`config.mk`:
```
export PLATFORM = sky130hd
export DESIGN_NAME = data_mem_arbiter_flat
export DESIGN_NICKNAME = d
export VERILOG_FILES = /design/src/rtl/data_mem_pkg.sv /design/src/rtl/data_mem_arbiter_if.sv /design/src/rtl/rr_arb2.sv /design/src/rtl/data_mem_arbiter.sv /design/src/flat_wrapper.sv
export SDC_FILE = /design/constraint.sdc
export NUM_CORES = 1
export LEC_CHECK = 0
export CAP_MARGIN = 20
export CORE_AREA = 2 2 230 232
export DETAILED_ROUTE_END_ITERATION = 6
export DIE_AREA = 0 0 232 234
export SLEW_MARGIN = 20
export SYNTH_ARGS = -nofsm -noshare
export SYNTH_HDL_FRONTEND = slang
export SYNTH_SLANG_ARGS = --single-unit
```
`constraint.sdc`:
```
create_clock -name clk -period 3.9 [get_ports clk]
set_input_delay 0.78 -clock clk [delete_from_list [all_inputs] [get_ports clk]]
set_output_delay 0.78 -clock clk [all_outputs]
set_load 0.1 [all_outputs]
```
`src/rtl/data_mem_pkg.sv`:
```
// Shared types and constants for the two-port data memory arbiter.
package data_mem_pkg;

  localparam int DEF_ADDR_W = 64;
  localparam int DEF_DATA_W = 64;

  // A misaligned read (when the alignment check is built in) returns this bit replicated.
  localparam logic MISALIGN_FILL_BIT = 1'b1;

  typedef enum logic [1:0] {
    S_IDLE   = 2'd0,
    S_ACCESS = 2'd1,
    S_RESP   = 2'd2
  } arb_state_e;

  typedef enum logic {
    OWN_A = 1'b0,
    OWN_B = 1'b1
  } owner_e;

endpackage

```
`src/rtl/data_mem_arbiter_if.sv`:
```
// Requester A/B handshakes plus the single memory port, bundled for the arbiter.
interface data_mem_arbiter_if
  import data_mem_pkg::*;
#(
  parameter int ADDR_W = DEF_ADDR_W,
  parameter int DATA_W = DEF_DATA_W
);
  logic              a_req, a_we, a_gnt, a_rvalid;
  logic [ADDR_W-1:0] a_addr;
  logic [DATA_W-1:0] a_wdata, a_rdata;

  logic              b_req, b_we, b_gnt, b_rvalid;
  logic [ADDR_W-1:0] b_addr;
  logic [DATA_W-1:0] b_wdata, b_rdata;

  logic [ADDR_W-1:0] mem_address;
  logic [DATA_W-1:0] mem_wrt_data, mem_read_data;
  logic              mem_write, mem_read;

  // master: requesters plus the memory model; slave: the arbiter
  modport master (
    output a_req, a_we, a_addr, a_wdata, b_req, b_we, b_addr, b_wdata, mem_read_data,
    input  a_gnt, a_rvalid, a_rdata, b_gnt, b_rvalid, b_rdata,
    input  mem_address, mem_wrt_data, mem_write, mem_read
  );

  modport slave (
    input  a_req, a_we, a_addr, a_wdata, b_req, b_we, b_addr, b_wdata, mem_read_data,
    output a_gnt, a_rvalid, a_rdata, b_gnt, b_rvalid, b_rdata,
    output mem_address, mem_wrt_data, mem_write, mem_read
  );
endinterface

```
`src/rtl/rr_arb2.sv`:
```
// Two-way round-robin arbiter: one-hot grant, pointer remembers the last winner.
module rr_arb2 (
  input  logic       clk,
  input  logic       reset,
  input  logic [1:0] req,
  input  logic       en,
  output logic [1:0] gnt
);
  logic last_b;

  always_comb begin
    gnt = req;
    if (req == 2'b11) gnt = last_b ? 2'b01 : 2'b10;
  end

  // Reset value "last was B" gives A priority on the first contention.
  always_ff @(posedge clk or negedge reset) begin
    if (!reset)             last_b <= 1'b1;
    else if (en && |gnt)    last_b <= gnt[1];
  end
endmodule

```
`src/rtl/data_mem_arbiter.sv`:
```
// Two requesters sharing one data memory port; IDLE -> ACCESS -> (RESP) per transaction.
// Optional DATA_MEM_ARB_ALIGN_CHECK_EN: misaligned accesses never reach memory.
module data_mem_arbiter
  import data_mem_pkg::*;
#(
  parameter int ADDR_W = DEF_ADDR_W,
  parameter int DATA_W = DEF_DATA_W
) (
  input  logic              clk,
  input  logic              reset,
  data_mem_arbiter_if.slave bus
);
  arb_state_e        state, state_n;
  owner_e            owner_q;
  logic              we_q;
  logic [ADDR_W-1:0] addr_q;
  logic [DATA_W-1:0] wdata_q, a_rdata_q, b_rdata_q, rd_val;
  logic [1:0]        arb_gnt, gnt;
  logic              idle, aligned;

  assign idle = (state == S_IDLE);

  rr_arb2 u_arb (
    .clk   (clk),
    .reset (reset),
    .req   ({bus.b_req, bus.a_req}),
    .en    (idle),
    .gnt   (arb_gnt)
  );

  // Grant is only meaningful in IDLE and is forced low while reset is held.
  assign gnt = arb_gnt & {2{idle & reset}};

`ifdef DATA_MEM_ARB_ALIGN_CHECK_EN
  assign aligned = (addr_q[2:0] == 3'b000);
`else
  assign aligned = 1'b1;
`endif

  assign rd_val = aligned ? bus.mem_read_data : {DATA_W{MISALIGN_FILL_BIT}};

  always_ff @(posedge clk or negedge reset) begin
    if (!reset) state <= S_IDLE;
    else        state <= state_n;
  end

  always_comb begin
    state_n = state;
    case (state)
      S_IDLE:   if (|gnt) state_n = S_ACCESS;
      S_ACCESS: state_n = we_q ? S_IDLE : S_RESP;
      S_RESP:   state_n = S_IDLE;
      default:  state_n = S_IDLE;
    endcase
  end

  // addr_q/wdata_q only change on a grant, so they double as the held memory bus.
  always_ff @(posedge clk or negedge reset) begin
    if (!reset) begin
      owner_q   <= OWN_A;
      we_q      <= 1'b0;
      addr_q    <= '0;
      wdata_q   <= '0;
      a_rdata_q <= '0;
      b_rdata_q <= '0;
    end else begin
      if (idle && |gnt) begin
        owner_q <= gnt[1] ? OWN_B : OWN_A;
        we_q    <= gnt[1] ? bus.b_we    : bus.a_we;
        addr_q  <= gnt[1] ? bus.b_addr  : bus.a_addr;
        wdata_q <= gnt[1] ? bus.b_wdata : bus.a_wdata;
      end
      if (state == S_ACCESS && !we_q) begin
        if (owner_q == OWN_B) b_rdata_q <= rd_val;
        else                  a_rdata_q <= rd_val;
      end
    end
  end

  assign bus.a_gnt        = gnt[0];
  assign bus.b_gnt        = gnt[1];
  assign bus.a_rvalid     = (state == S_RESP) && (owner_q == OWN_A);
  assign bus.b_rvalid     = (state == S_RESP) && (owner_q == OWN_B);
  assign bus.a_rdata      = a_rdata_q;
  assign bus.b_rdata      = b_rdata_q;
  assign bus.mem_address  = addr_q;
  assign bus.mem_wrt_data = wdata_q;
  assign bus.mem_write    = (state == S_ACCESS) &&  we_q && aligned;
  assign bus.mem_read     = (state == S_ACCESS) && !we_q && aligned;
endmodule

```
`src/flat_wrapper.sv`:
```
// flat-port wrapper written by rule: the top's interface ports become plain ports
module data_mem_arbiter_flat import data_mem_pkg::*;
#(
  parameter int ADDR_W = DEF_ADDR_W,
  parameter int DATA_W = DEF_DATA_W
)
  (clk, reset, bus_a_req, bus_a_we, bus_a_addr, bus_a_wdata, bus_b_req, bus_b_we, bus_b_addr, bus_b_wdata, bus_mem_read_data, bus_a_gnt, bus_a_rvalid, bus_a_rdata, bus_b_gnt, bus_b_rvalid, bus_b_rdata, bus_mem_address, bus_mem_wrt_data, bus_mem_write, bus_mem_read);
  data_mem_arbiter_if #(.ADDR_W(ADDR_W), .DATA_W(DATA_W)) bus_i ();
  input  logic clk;
  input  logic reset;
  input wire logic [$bits(bus_i.a_req)-1:0] bus_a_req;
  input wire logic [$bits(bus_i.a_we)-1:0] bus_a_we;
  input wire logic [$bits(bus_i.a_addr)-1:0] bus_a_addr;
  input wire logic [$bits(bus_i.a_wdata)-1:0] bus_a_wdata;
  input wire logic [$bits(bus_i.b_req)-1:0] bus_b_req;
  input wire logic [$bits(bus_i.b_we)-1:0] bus_b_we;
  input wire logic [$bits(bus_i.b_addr)-1:0] bus_b_addr;
  input wire logic [$bits(bus_i.b_wdata)-1:0] bus_b_wdata;
  input wire logic [$bits(bus_i.mem_read_data)-1:0] bus_mem_read_data;
  output wire logic [$bits(bus_i.a_gnt)-1:0] bus_a_gnt;
  output wire logic [$bits(bus_i.a_rvalid)-1:0] bus_a_rvalid;
  output wire logic [$bits(bus_i.a_rdata)-1:0] bus_a_rdata;
  output wire logic [$bits(bus_i.b_gnt)-1:0] bus_b_gnt;
  output wire logic [$bits(bus_i.b_rvalid)-1:0] bus_b_rvalid;
  output wire logic [$bits(bus_i.b_rdata)-1:0] bus_b_rdata;
  output wire logic [$bits(bus_i.mem_address)-1:0] bus_mem_address;
  output wire logic [$bits(bus_i.mem_wrt_data)-1:0] bus_mem_wrt_data;
  output wire logic [$bits(bus_i.mem_write)-1:0] bus_mem_write;
  output wire logic [$bits(bus_i.mem_read)-1:0] bus_mem_read;
  assign bus_i.a_req = bus_a_req;
  assign bus_i.a_we = bus_a_we;
  assign bus_i.a_addr = bus_a_addr;
  assign bus_i.a_wdata = bus_a_wdata;
  assign bus_i.b_req = bus_b_req;
  assign bus_i.b_we = bus_b_we;
  assign bus_i.b_addr = bus_b_addr;
  assign bus_i.b_wdata = bus_b_wdata;
  assign bus_i.mem_read_data = bus_mem_read_data;
  assign bus_a_gnt = bus_i.a_gnt;
  assign bus_a_rvalid = bus_i.a_rvalid;
  assign bus_a_rdata = bus_i.a_rdata;
  assign bus_b_gnt = bus_i.b_gnt;
  assign bus_b_rvalid = bus_i.b_rvalid;
  assign bus_b_rdata = bus_i.b_rdata;
  assign bus_mem_address = bus_i.mem_address;
  assign bus_mem_wrt_data = bus_i.mem_wrt_data;
  assign bus_mem_write = bus_i.mem_write;
  assign bus_mem_read = bus_i.mem_read;
  data_mem_arbiter #(.ADDR_W(ADDR_W), .DATA_W(DATA_W)) u_core (.clk(clk), .reset(reset), .bus(bus_i));
endmodule
```
==> results of run 1 <==
## sequential cells by signal (all words and copies together) (netlist names)
| name | cells |
|---|---|
| u_core.bus.a_rdata | 64 |
| u_core.bus.b_rdata | 64 |
| u_core.bus.mem_address | 64 |
| u_core.bus.mem_wrt_data | 64 |
| u_core.state | 2 |
| u_core.owner_q | 1 |
| u_core.u_arb.last_b | 1 |
| u_core.we_q | 1 |
## critical path, cell delays in order
cell and delay, ns:
buf_8 0.23, or3b_4 0.66, nor2_1 0.26, buf_12 0.20
## cells by family after synthesis
| family | Yosys count | share of synthesized area, % |
|---|---|---|
| mux | 128 | 12.3 |
| flops | 261 | 55.6 |
| simple gates | 146 | 7.92 |
| compound gates | 390 | 18.1 |
| buf+inv | 131 | 6.20 |
## layout make-up
| cell class | instances | area (um^2) |
|---|---|---|
| well taps | 688 | 861 |
| repair buffers | 611 | 6190 |
| clock buffers | 43 | 901 |
| clock inverters | 12 | 116 |
| multi-input cells | 664 | 4530 |
| flip-flops and latches | 261 | 6530 |
| fillers | 5216 | 32900 |
## power by group through the flow
stage	sequential, mW	combinational [mW]	clock (mW)
global route	4.47	12.5	3.06
CTS	4.35	12.2	2.96
floorplan	11.9	1.53	0
finish	4.34	12.2	2.87
global placement	4.33	12.2	0
detailed placement	4.38	12.2	0
## worst min-delay path by stage
stage | endpoint | from | slack (ns) | cells after the start
6_report | u_core.bus.mem_wrt_data[44]$_DFFE_PN0P_ | reset | 0.09 | 1
5_1_grt | u_core.bus.mem_wrt_data[44]$_DFFE_PN0P_ | reset | 0.08 | 1
2_1_floorplan | u_core.state[1]$_DFFE_PN0P_ | u_core.we_q$_DFFE_PN0P_ | 0.46 | 1
3_3_place_gp | u_core.state[1]$_DFFE_PN0P_ | u_core.we_q$_DFFE_PN0P_ | 0.48 | 1
3_5_place_dp | u_core.state[1]$_DFFE_PN0P_ | u_core.we_q$_DFFE_PN0P_ | 0.49 | 1
4_1_cts | u_core.bus.a_rdata[24]$_DFFE_PN0P_ | reset | 0.06 | 1
## layout by cell type (no fill, tap or decap), drive strengths merged
| cell type | synthesis | layout |
|---|---|---|
| clkinv | 0 | 9 |
| and2 | 2 | 2 |
| dfstp | 1 | 1 |
| mux2 | 128 | 128 |
| nand2b | 1 | 1 |
| a31oi | 129 | 129 |
| a21bo | 1 | 1 |
| dfrtp | 260 | 260 |
| clkbuf | 70 | 43 |
| and3 | 1 | 1 |
| buf | 61 | 34 |
| clkdlybuf4s50 | 0 | 577 |
| nand2 | 1 | 1 |
| nor2 | 2 | 2 |
| and2b | 1 | 1 |
| bufinv | 0 | 2 |
| o21ai | 129 | 129 |
| clkinvlp | 0 | 1 |
| and3b | 2 | 2 |
| or2 | 1 | 1 |
| o32a | 1 | 1 |
| nor3b | 5 | 5 |
| a21oi | 130 | 130 |
| or3b | 1 | 1 |
| nand4 | 129 | 129 |
## routing by layer
| metal | up-vias | global-route usage (%) | routed length (um) |
|---|---|---|---|
| met4 | 2 | 5.11 | 1350 |
| met1 | 5466 | 18.8 | 17800 |
| met2 | 528 | 27.5 | 22500 |
| met3 | 79 | 5.30 | 4690 |
| li1 | 5040 | - | - |
| met5 | - | 0 | 13 |
## cell usage after synthesis (3+ instances only)
cell type  instances
clkbuf_1          60
buf_2             33
clkbuf_2          10
buf_6             24
mux2_2           128
nand4_1          129
nor3b_1            3
o21ai_0          129
dfrtp_1          260
a31oi_1          129
buf_1              3
a21oi_1          130
## metrics by stage
step                cells  hold slack (ns)  cell area [um^2]
floorplan            1056            0.464             11800
global placement     2224            0.484             18100
detailed placement   2224            0.492             18100
CTS                  2279           0.0635             19100
global route         2279           0.0834             19100
finish               2279           0.0860             19100
==> run summary, run 1 <==
Overall Power -> 19.4 mW
Die W -> 232 um
Worst-path clk slew -> 0.05 ns
RSZ-0062 raised after global routing -> false
First-pass GRT wire length -> 68.3 mm
Static Leak -> 7.18 nW
Status -> finished, final reports clean
Total power divided by cell area -> 1010 mW/mm^2
Reg power frac -> 22.4%
Reg2reg setup slack -> 1.42 ns
Synth-to-layout area growth -> 62.7%
Io pins -> 588
Yosys top cell by area -> dfrtp_1
Reg2Reg Depth -> 4
Maximum vdd ir drop -> 524 uV
Ys async rst share -> 100%
Iteration-0 DRC count of the detailed router -> 656
Die area -> 0.0543 mm^2
Initial Util -> 22.6%
Nets -> 1894
Resized Gates After CTS -> 0
Synth warn -> 0
Comb power frac -> 62.8%
Routed Antenna Nets -> 0
Syn Std Cell Area -> 0.0118 mm^2
Synth Register Bits -> 261
DPL Wire Length -> 31.9 mm
Netlist cell types -> 26
Final min period -> 2.97 ns
Syn nets -> 1382
Clock latency on the worst-skew pair -> 0.57 ns
Crit Path Max Fanout -> 41
Vias after detailed routing -> 11.1k
Number of global-route vias before repair -> 11.3k
Crit. End Element -> output port
Crit path to -> bus_b_gnt
First-pass detailed-route iteration total -> 5
Clock group share of total power -> 14.8%
CP Launch Type -> input pin
Worst EP arrival -> 2.19 ns
Final WL -> 46.3 mm
Top FF cell, synth -> dfrtp_1
Vias per inst -> 4.88
WP data required -> 3.12 ns
Share of the synthesized area in the top cell type -> 55.3%
Seq/Total Area, Yosys -> 55.6%
Area contributors post-synth -> dfrtp_1 55%, mux2_2 12%, a31oi_1 6.9%, nand4_1 6.9%, a21oi_1 5.5%
Dpl ws -> 0.894 ns
Sink Count -> 261
Worst Max-Slew Pin Slew -> 1.10 ns
Worst min-delay path class -> input pin to async pin
Total CTS buffers -> 30
Share of cells above drive strength 1 -> 14.0%
Fmax -> 336 MHz
I/O Buffers -> 587
Post-Syn Area per Cell -> 11.1 um^2
GRT Util Overall -> 16.0%
Clk root buf -> clkbuf_16
DRC viols -> 0
RR Startpoint -> u_core.state[1]$_DFFE_PN0P_
Fin worst setup slack -> 0.927 ns
Setup_tns -> 0 ns
Sw frac -> 57.2%
H-Tree Depth -> 1
Hold Fails Final Rpt -> 0
Switching power -> 11.1 mW
Row cnt -> 84
Number of synthesized flops with an enable pin -> 0
CTS tree -> done
Fin crit share -> 76.2%
Finish-stage setup viols -> 0
Int Pwr -> 8.29 mW
Cell count after synthesis -> 1056
Post-CTS setup buffers -> 0
Clock skew -> 0.0129 ns
GPL Wtd Cong -> 0.796
Slew margin rel. -> 26.7%
CP Launch Point -> reset
Max-Cap Viols -> 0
Max Buffers Root-to-Sink -> 3
Crit Path Category -> input pin to output port
Pins Over Slew Limit -> 0
Fin util -> 36.8%
Post-CTS Hold Fix Bufs -> 0
Largest net degree at the start of global routing -> 130
RR Endpoint -> u_core.bus.mem_wrt_data[17]$_DFFE_PN0P_
Die H -> 234 um
Initial antenna violation count -> 1
WL/cell -> 20.3 um
Diodes inserted -> 0
Core box area -> 0.0520 mm^2
Overflow after GRT -> 0
(Power assumes the default switching activity.)
==> inputs of run 2 (changes only) <==
--- a/config.mk
+++ b/config.mk
@@ -6,9 +6,9 @@
 export NUM_CORES = 1
 export LEC_CHECK = 0
 export CAP_MARGIN = 20
-export CORE_AREA = 2 2 230 232
+export CORE_AREA = 2 2 231 233
 export DETAILED_ROUTE_END_ITERATION = 6
-export DIE_AREA = 0 0 232 234
+export DIE_AREA = 0 0 233 235
 export SLEW_MARGIN = 20
 export SYNTH_ARGS = -nofsm -noshare
 export SYNTH_HDL_FRONTEND = slang
==> constraint.sdc (replaced) <==
create_clock -name clk -period 2.9 [get_ports clk]
set_input_delay 0.58 -clock clk [delete_from_list [all_inputs] [get_ports clk]]
set_output_delay 0.58 -clock clk [all_outputs]
set_load 0.1 [all_outputs]
==> run 2 against run 1 <==
Net effect: clock-buffer cell count grew 2; wire length rose by 1.6%; sequential power is 35% higher; critical path type is now register to output port; critical path depth down 1; total power up 33%; global-route usage is 0.23 points higher; sequential share of layout area rose by 0.84 points; non-clock buffer count is 11 higher.
==> run summary, run 2 (same netlist as run 1, synthesis figures left out) <==
Worst Max-Slew Pin Slew -> 1.08 ns
Vias after detailed routing -> 11.2k
Clock latency on the worst-skew pair -> 0.56 ns
Status -> finished, final reports clean
Reg power frac -> 22.8%
Die H -> 235 um
Sw frac -> 58.0%
Overflow after GRT -> 0
Clock group share of total power -> 15.4%
Vias per inst -> 4.89
Synth-to-layout area growth -> 58.8%
CP Launch Type -> register
WP data required -> 2.32 ns
Comb power frac -> 61.9%
RR Startpoint -> u_core.state[1]$_DFFE_PN0P_
Routed Antenna Nets -> 0
Worst-path clk slew -> 0.06 ns
Reg2reg setup slack -> 0.69 ns
M3 GR Usage -> 5.17%
Total power divided by cell area -> 1380 mW/mm^2
Die W -> 233 um
Met1 Resource Use GR -> 19.2%
Core box area -> 0.0522 mm^2
Fin util -> 35.7%
Worst path slowest cell -> or3b_4
Fill cells -> 5205
Crit Path Max Fanout -> 41
Setup_tns -> 0 ns
Maximum vdd ir drop -> 685 uV
Max-Cap Viols -> 0
Row cnt -> 84
Share of cells above drive strength 1 -> 30.4%
Die area -> 0.0548 mm^2
Static Leak -> 7.48 nW
Io pins -> 588
Hold Fails Final Rpt -> 0
Initial antenna violation count -> 4
RSZ-0062 raised after global routing -> false
Sink Count -> 261
Post-CTS setup buffers -> 0
Register Area -> 0.00653 mm^2
Crit-path cells -> or3b_4 > nor2_2 > buf_12
First-pass detailed-route iteration total -> 7
Multi-input combinational cell area -> 0.00453 mm^2
Non-Filler Instances -> 2291
Final WL -> 47.0 mm
Resized Gates After CTS -> 0
Fmax -> 369 MHz
GPL Wtd Cong -> 0.800
Crit Path Category -> register to output port
Met2 Track Usage GR -> 26.8%
GR peak layer -> met2
Placed instance count -> 2235
Worst min-delay path class -> input pin to async pin
Initial Util -> 22.5%
Max Buffers Root-to-Sink -> 3
Clock skew -> 0.00779 ns
H-Tree Depth -> 1
WL/cell -> 20.5 um
Most common library cell in the layout ignoring fill and taps -> clkdlybuf4s50_1
Commonest cells after routing, fill and taps aside -> 323 x clkdlybuf4s50_1, 281 x buf_4, 260 x dfrtp_1, 130 x a21oi_1
RR Endpoint -> u_core.bus.mem_wrt_data[8]$_DFFE_PN0P_
Pins Over Slew Limit -> 0
CTS tree -> done
Fin worst setup slack -> 0.189 ns
Worst path max stage delay -> 0.65 ns
DRC viols -> 0
Final min period -> 2.71 ns
Number of global-route vias before repair -> 11.3k
Clk root buf -> clkbuf_16
First-pass GRT wire length -> 69.7 mm
Nets -> 1905
Overall Power -> 25.8 mW
Post-CTS Hold Fix Bufs -> 0
Total CTS buffers -> 30
DPL Wire Length -> 33.4 mm
Finish-stage setup viols -> 0
Slew margin rel. -> 28.2%
Switching power -> 15.0 mW
Fin crit share -> 93.5%
GRT Util Overall -> 16.2%
Worst EP arrival -> 2.13 ns
Largest net degree at the start of global routing -> 168
Reg2Reg Depth -> 4
Int Pwr -> 10.8 mW
Crit. End Element -> output port
CP Launch Point -> u_core.state[0]$_DFFE_PN0P_
Dpl ws -> 0.399 ns
I/O Buffers -> 587
Iteration-0 DRC count of the detailed router -> 583
## run 2: cell count changes in the layout (fill, tap and decap cells not counted), moves of 3 or more
cell,previous run,this run
buf_4,21,281
buf_12,12,17
clkinv_2,8,5
diode_2,0,3
clkdlybuf4s50_1,577,323
## run 2: power by group through the flow
stage / logic [mW] / clock network [mW] / registers (mW)
floorplan: 2.06 / 0 / 15.9
global placement: 16.0 / 0 / 5.86
detailed placement: 16.0 / 0 / 5.93
CTS: 16.0 / 4.07 / 5.89
global route: 16.4 / 4.23 / 6.05
finish: 15.9 / 3.96 / 5.87
## run 2: worst max-delay path: cells and delay by family (launching register included)
family        cells  cell delay (ns)
buf+inv           1             0.19
simple gates      2             0.88
flops             1             0.49
## run 2: final cells by class
| cell class | instances | share of cell area [%] |
|---|---|---|
| repair buffers | 622 | 30.5 |
| multi-input cells | 664 | 24.3 |
| clock inverters | 8 | 0.617 |
| clock buffers | 45 | 4.92 |
| flip-flops and latches | 261 | 35.0 |
| diodes | 3 | 0.0402 |
| well taps | 688 | 4.61 |
## run 2: through the flow
step	instance area (um^2)	hold slack, ns
5_1_grt	18700	0.124
4_1_cts	18700	0.0930
3_5_place_dp	17600	0.497
3_3_place_gp	17600	0.491
6_report	18700	0.0511
2_1_floorplan	11800	0.284
## run 2: metal layers
metal | part of all wire [%] | vias to the layer above
met5 | 0.028 | -
met4 | 4.0 | 2
met3 | 10 | 98
met2 | 47 | 570
met1 | 38 | 5455
li1 | - | 5078
## run 2: worst max path at each step
stage                                                    to
finish                                            bus_b_gnt
global route                                      bus_b_gnt
CTS                                               bus_b_gnt
detailed placement  u_core.bus.mem_wrt_data[49]$_DFFE_PN0P_
global placement    u_core.bus.mem_wrt_data[14]$_DFFE_PN0P_
floorplan                u_core.bus.a_rdata[10]$_DFFE_PN0P_
==> inputs of run 3 (changes only) <==
--- a/config.mk
+++ b/config.mk
@@ -9,6 +9,7 @@
 export CORE_AREA = 2 2 231 233
 export DETAILED_ROUTE_END_ITERATION = 6
 export DIE_AREA = 0 0 233 235
+export GPL_ROUTABILITY_DRIVEN = 0
 export SLEW_MARGIN = 20
 export SYNTH_ARGS = -nofsm -noshare
 export SYNTH_HDL_FRONTEND = slang
==> results of run 3 <==
The final DEF is identical to that of run 2; final timing and power are the same.
